**src/rtl/mux_pkg.sv**
```systemverilog
// Shared types and helpers for the scanning channel selector.
// Holds the FSM state encoding, the mode constants and the dwell-counter width rule.
package mux_pkg;

    typedef enum logic [1:0] {
        IDLE   = 2'd0,
        MANUAL = 2'd1,
        SCAN   = 2'd2
    } state_t;

    localparam logic MODE_MANUAL = 1'b0;
    localparam logic MODE_SCAN   = 1'b1;

    // A single-cycle dwell still needs a 1-bit counter to keep the datapath legal.
    function automatic int cnt_width(input int dwell);
        return (dwell <= 1) ? 1 : $clog2(dwell);
    endfunction

endpackage

```
**src/rtl/mux_scan_sequencer_if.sv**
```systemverilog
// Control, channel bank and presented-output bundle for the scanning selector.
// Master drives controls and channel data; slave (the sequencer) drives the outputs.
interface mux_scan_sequencer_if #(
    parameter int WIDTH    = 8,
    parameter int CHANNELS = 32
);
    localparam int SEL_W = $clog2(CHANNELS);

    logic                      en;
    logic                      mode;
    logic [SEL_W-1:0]          manual_sel;
    logic                      hold;
    logic [CHANNELS*WIDTH-1:0] in_bus;
    logic [WIDTH-1:0]          out_data;
    logic [SEL_W-1:0]          out_sel;
    logic                      out_valid;
    logic                      scan_wrap;
    logic                      sel_err;

    modport master (
        output en, mode, manual_sel, hold, in_bus,
        input  out_data, out_sel, out_valid, scan_wrap, sel_err
    );

    modport slave (
        input  en, mode, manual_sel, hold, in_bus,
        output out_data, out_sel, out_valid, scan_wrap, sel_err
    );

endinterface

```
**src/rtl/mux_nto1_comb.sv**
```systemverilog
// Combinational WIDTH x CHANNELS selector; unmatched select values yield zero.
// Latency: 0 clocks; no backpressure.
module mux_nto1_comb #(
    parameter int WIDTH    = 8,
    parameter int CHANNELS = 32,
    parameter int SEL_W    = 5
) (
    input  logic [CHANNELS*WIDTH-1:0] i_bus,
    input  logic [SEL_W-1:0]          i_sel,
    output logic [WIDTH-1:0]          o_dat
);

    always_comb begin
        o_dat = '0;
        for (int k = 0; k < CHANNELS; k++) begin
            if (i_sel == SEL_W'(k)) begin
                o_dat = i_bus[k*WIDTH +: WIDTH];
            end
        end
    end

endmodule

```
**src/rtl/mux_scan_sequencer.sv**
```systemverilog
// Registered N-channel selector with manual select and round-robin scan with dwell/hold.
// Latency: 1 clock from select/data change to outputs; no backpressure (consumer always accepts).
module mux_scan_sequencer
    import mux_pkg::*;
#(
    parameter int WIDTH    = 8,
    parameter int CHANNELS = 32,
    parameter int DWELL    = 4
) (
    input  logic                 clk,
    input  logic                 reset,
    mux_scan_sequencer_if.slave  bus
);

    localparam int SEL_W = $clog2(CHANNELS);
    localparam int CW    = cnt_width(DWELL);

    localparam logic [SEL_W:0]   LP_CH       = (SEL_W+1)'(CHANNELS);
    localparam logic [SEL_W-1:0] LP_LAST_CH  = SEL_W'(CHANNELS - 1);
    localparam logic [CW-1:0]    LP_LAST_CNT = CW'(DWELL - 1);

    state_t           r_state;
    state_t           w_nstate;
    logic [CW-1:0]    r_cnt;
    logic [CW-1:0]    w_ncnt;
    logic [SEL_W-1:0] r_sel;
    logic [SEL_W-1:0] w_nsel;
    logic [WIDTH-1:0] r_data;
    logic [WIDTH-1:0] w_mux_dat;
    logic             r_valid;
    logic             r_wrap;
    logic             r_err;
    logic             w_wrap;
    logic             w_err;

    mux_nto1_comb #(
        .WIDTH    (WIDTH),
        .CHANNELS (CHANNELS),
        .SEL_W    (SEL_W)
    ) u_mux (
        .i_bus (bus.in_bus),
        .i_sel (w_nsel),
        .o_dat (w_mux_dat)
    );

    always_comb begin
        w_nstate = !bus.en ? IDLE : ((bus.mode == MODE_SCAN) ? SCAN : MANUAL);
        w_nsel   = r_sel;
        w_ncnt   = '0;
        w_wrap   = 1'b0;
        w_err    = 1'b0;
        case (w_nstate)
            MANUAL: begin
                if ({1'b0, bus.manual_sel} < LP_CH) begin
                    w_nsel = bus.manual_sel;
                end else begin
                    w_err = 1'b1;
                end
            end
            SCAN: begin
                // Entering scan always restarts from channel 0 with a fresh dwell.
                if (r_state != SCAN) begin
                    w_nsel = '0;
                end else if (bus.hold) begin
                    w_ncnt = r_cnt;
                end else if (r_cnt == LP_LAST_CNT) begin
                    if (r_sel == LP_LAST_CH) begin
                        w_nsel = '0;
                        w_wrap = 1'b1;
                    end else begin
                        w_nsel = r_sel + SEL_W'(1);
                    end
                end else begin
                    w_ncnt = r_cnt + CW'(1);
                end
            end
            default: ;
        endcase
    end

    always_ff @(posedge clk) begin
        if (reset) begin
            r_state <= IDLE;
            r_cnt   <= '0;
            r_sel   <= '0;
            r_data  <= '0;
            r_valid <= 1'b0;
            r_wrap  <= 1'b0;
            r_err   <= 1'b0;
        end else begin
            r_state <= w_nstate;
            r_cnt   <= w_ncnt;
            r_sel   <= w_nsel;
            r_valid <= (w_nstate != IDLE);
            r_wrap  <= w_wrap;
            r_err   <= w_err;
            // In IDLE the last presented sample is frozen rather than resampled.
            if (w_nstate != IDLE) begin
                r_data <= w_mux_dat;
            end
        end
    end

    assign bus.out_data  = r_data;
    assign bus.out_sel   = r_sel;
    assign bus.out_valid = r_valid;
    assign bus.scan_wrap = r_wrap;
    assign bus.sel_err   = r_err;

endmodule

```
**src/flat_wrapper.sv**
```systemverilog
// flat-port wrapper written by rule: the top's interface ports become plain ports
module mux_scan_sequencer_flat import mux_pkg::*;
#(
    parameter int WIDTH    = 8,
    parameter int CHANNELS = 32,
    parameter int DWELL    = 4
)
  (clk, reset, bus_en, bus_mode, bus_manual_sel, bus_hold, bus_in_bus, bus_out_data, bus_out_sel, bus_out_valid, bus_scan_wrap, bus_sel_err);
  mux_scan_sequencer_if #(.WIDTH(WIDTH), .CHANNELS(CHANNELS)) bus_i ();
  input  logic clk;
  input  logic reset;
  input wire logic [$bits(bus_i.en)-1:0] bus_en;
  input wire logic [$bits(bus_i.mode)-1:0] bus_mode;
  input wire logic [$bits(bus_i.manual_sel)-1:0] bus_manual_sel;
  input wire logic [$bits(bus_i.hold)-1:0] bus_hold;
  input wire logic [$bits(bus_i.in_bus)-1:0] bus_in_bus;
  output wire logic [$bits(bus_i.out_data)-1:0] bus_out_data;
  output wire logic [$bits(bus_i.out_sel)-1:0] bus_out_sel;
  output wire logic [$bits(bus_i.out_valid)-1:0] bus_out_valid;
  output wire logic [$bits(bus_i.scan_wrap)-1:0] bus_scan_wrap;
  output wire logic [$bits(bus_i.sel_err)-1:0] bus_sel_err;
  assign bus_i.en = bus_en;
  assign bus_i.mode = bus_mode;
  assign bus_i.manual_sel = bus_manual_sel;
  assign bus_i.hold = bus_hold;
  assign bus_i.in_bus = bus_in_bus;
  assign bus_out_data = bus_i.out_data;
  assign bus_out_sel = bus_i.out_sel;
  assign bus_out_valid = bus_i.out_valid;
  assign bus_scan_wrap = bus_i.scan_wrap;
  assign bus_sel_err = bus_i.sel_err;
  mux_scan_sequencer #(.WIDTH(WIDTH), .CHANNELS(CHANNELS), .DWELL(DWELL)) u_core (.clk(clk), .reset(reset), .bus(bus_i));
endmodule
```
**config.mk**
```make
export PLATFORM = sky130hd
export DESIGN_NAME = mux_scan_sequencer_flat
export DESIGN_NICKNAME = d
export VERILOG_FILES = /design/src/rtl/mux_pkg.sv /design/src/rtl/mux_scan_sequencer_if.sv /design/src/rtl/mux_nto1_comb.sv /design/src/rtl/mux_scan_sequencer.sv /design/src/flat_wrapper.sv
export SDC_FILE = /design/constraint.sdc
export NUM_CORES = 1
export LEC_CHECK = 0
export ABC_AREA = 0
export CORE_MARGIN = 2
export CORE_UTILIZATION = 25
export DETAILED_ROUTE_END_ITERATION = 10
export DONT_BUFFER_PORTS = 1
export GPL_TIMING_DRIVEN = 0
export SYNTH_ARGS = -nofsm -noshare
export SYNTH_HDL_FRONTEND = slang
export SYNTH_SLANG_ARGS = --single-unit
```
**constraint.sdc**
```tcl
create_clock -name clk -period 3.85 [get_ports clk]
set_input_delay 0.77 -clock clk [delete_from_list [all_inputs] [get_ports clk]]
set_output_delay 0.77 -clock clk [all_outputs]
set_load 0.02 [all_outputs]
```
==> flow_summary.yaml <==
timing:
  hold_viol_final: 0
  fmax_mhz: 264
  min_period_over_period: 0.983
  fin_setup_tns_ns: 0
  skew_ns: 0.00832
  finalSetupViolCount: 0
  slew_viol_final: 0
  setup_slack_ns: 0.0646
  min_period_ns: 3.79
  hold-worst-slack_ns: 0.543
  rsz0062_at_grt: "yes"
  worstMarginPinSlew_ns: 0.826
  slew-limit-headroom: 0.445
critical_path:
  start_kind: "register"
  crit_path_top_delay_cell: "o31ai_1"
  critPathTopFamily: "compound AO/OA/AOI/OAI gates"
  r2r_start: "u_core.bus.out_sel[0]$_SDFF_PP0_"
  r2r_setup_slack_ns: 0.06
  slowest_delay_ns: 0.41
  worst-path-buf-inv: 2
  worst-path-stages: 15
  crit_path_end: "u_core.bus.out_data[7]$_SDFFE_PP0P_"
  path_cells: "ha_1 -> and3_1 -> ha_2 -> nor4b_4 -> a21oi_2 -> o21ba_2 -> nor2_4 -> clkbuf_4 -> buf_2 -> a22oi_1 -> a21oi_1 -> nor3_2 -> o31ai_1 -> o21ai_2 -> a21oi_1"
  r2r-end: "u_core.bus.out_data[7]$_SDFFE_PP0P_"
  critPathRequiredTime_ns: 4.05
  cp-end-kind: "register"
  reg2regPathDepth: 15
  crit_path_max_fanout: 10
  critPathKind: "reg2reg"
  cp_common_cell: "a21oi_1"
  crit_path_start: "u_core.bus.out_sel[0]$_SDFF_PP0_"
  cp.arrival_ns: 3.99
placement:
  portBuffers: 0
  gp_congestion: 0.973
  dp_hpwl_mm: 19.6
  placed_area_sq_mm: 0.00399
  pre_cts_slack_ns: -0.796
pwr:
  p_per_area_mw_per_mm2: 205
  power.leakage_nw: 1.49
  ir_drop_mv: 0.140
grt:
  grt-ovfl-total: 0
  grt_usage: 0.286
  grt_pass1_wl_mm: 34.4
  antenna_found_initial: 0
  grt_pass1_vias: 5135
  grt_max_degree: 11
synth:
  yosysMostFrequentCell: "nor2_1"
  synth_area_leaders: "dfxtp_1 (10%), a221oi_1 (6.1%), nor2_1 (6.0%)"
  synth.distinct_cells: 87
  synth_common_cells: "nor2_1 (60), nand2_1 (48), a21oi_1 (42)"
  ys_ff_latch: 19
  synth_area_sq_mm: 0.00376
  syn_avg_cell_area_sq_um: 6.85
  synth_warnings: 0
  synth_top_area_share: 0.101
  synth_fp_nets: 818
  synth_cells: 549
  ys_async_sr_fraction: 0
  synth_edf_count: 0
  synth_ff_type: "dfxtp_1"
  synth_top_area_cell: "dfxtp_1"
  yosysSeqAreaShare: 0.101
die:
  fp.dieH_microns: 127
  start_util: 0.258
  dieArea_sq_mm: 0.0160
  pin_count: 282
  rows: 44
  die_w_microns: 127
  core_area_sq_mm: 0.0146
route:
  drt_iter0_markers: 525
  wl_per_cell_microns: 32.7
  ant_nets: 0
  drc: 0
  wl_mm: 24.7
  firstDrtPassIters: 6
  num_vias: 5397
  via_per_inst: 7.14
min_path:
  hp-class: "reg2reg"
  hp-start: "u_core.r_cnt[1]$_SDFFE_PP0N_"
clock_network:
  clock_latency_ns: 0.27
  htree_levels: 1
  clock-sinks: 19
  clockRootBuffer: "clkbuf_16"
  clk_path_buf_depth: 2
  clk_pin_slew_ns: 0.07
  cts_tree: "built"
  cts_buffers: 3
cells_and_area:
  final_net_count: 842
  diodes: 0
  area_growth_pct: 21.2
  drive_gt1_frac: 0.234
  design_area_sq_mm: 0.00456
flow_run:
  cap_violations: 0
outcome:
  outcome: "complete, no violations"
[tightest hold or removal path, cell delays in order (launching register included)]
cell     delay, ns
dfxtp_1       0.31
mux2i_1       0.13
nor3_1        0.06
[worst min-delay path by stage]
| stage | slack [ns] | cells after the start | endpoint |
|---|---|---|---|
| after global routing | 0.58 | 2 | u_core.r_cnt[1]$_SDFFE_PP0N_ |
| after CTS | 0.54 | 2 | u_core.r_cnt[1]$_SDFFE_PP0N_ |
| after global placement | 0.52 | 2 | u_core.r_cnt[1]$_SDFFE_PP0N_ |
| after detailed placement | 0.53 | 2 | u_core.r_cnt[1]$_SDFFE_PP0N_ |
| final | 0.54 | 2 | u_core.r_cnt[1]$_SDFFE_PP0N_ |
| after floorplan | 0.51 | 2 | u_core.r_cnt[1]$_SDFFE_PP0N_ |
[power breakdown]
group          leakage [nW]  switching (mW)  internal [mW]
sequential            0.157          0.0296          0.210
combinational          1.29           0.298          0.159
clock                0.0382          0.0940          0.142
total                  1.49           0.421          0.511
[layout make-up]
type | instances | area, sq um
Buffer | 31 | 189
Sequential cell | 19 | 385
Timing Repair Buffer | 19 | 155
Inverter | 4 | 15.0
Fill cell | 1623 | 10000
Tap cell | 184 | 230
Multi-Input combinational cell | 495 | 3500
Clock buffer | 4 | 78.8
[layer usage]
metal,track usage,wire [microns]
met2,0.475,11400
met1,0.370,9770
met3,0.0595,2520
met5,0,41
met4,0.0944,1020
[per-stage QoR]
stage / instances / power [mW] / utilization
2_1_floorplan: 549 / 0.492 / -
3_3_place_gp: 733 / 0.629 / 0.273
3_5_place_dp: 733 / 0.631 / 0.273
4_1_cts: 745 / 0.898 / 0.293
5_1_grt: 756 / 0.967 / 0.312
6_report: 756 / 0.932 / 0.312
[registers in the layout, summed over array words and instances (netlist names)]
register	cells
u_core.bus.out_valid	1
u_core.r_state	2
u_core.bus.scan_wrap	1
u_core.bus.out_sel	5
u_core.r_cnt	2
u_core.bus.out_data	8
[logic make-up after synthesis]
family | share of synthesized area
adders and majority gates | 0.00999
buffers and inverters | 0.0456
other | 0.000998
DFF | 0.101
and+or+nand+nor | 0.308
AOI/OAI and AO/OA | 0.526
muxes | 0.00799
[layout by cell type, fill, tap and decap left out, drive strengths merged, types with 8 or more instances in the layout]
master,netlist,layout
nor2,67,67
nand2,51,51
a21oi,46,46
o21ai,43,43
buf,20,35
nand3,29,29
nor3,29,29
a221oi,27,27
o22ai,25,25
a22oi,24,24
dfxtp,19,19
clkbuf,11,19
a211oi,14,14
o221ai,10,10
nand4,8,8
[what timing repair did]
item                                    4_1_cts  5_1_grt
hold buffers                                  0        0
gates resized for setup                      39       46
endpoints found under the setup margin        8        8
gates cloned                                  0        0
buffers inserted                              8       11
pin swaps                                     5        4
Note: power is estimated with default switching activity, not from simulation.
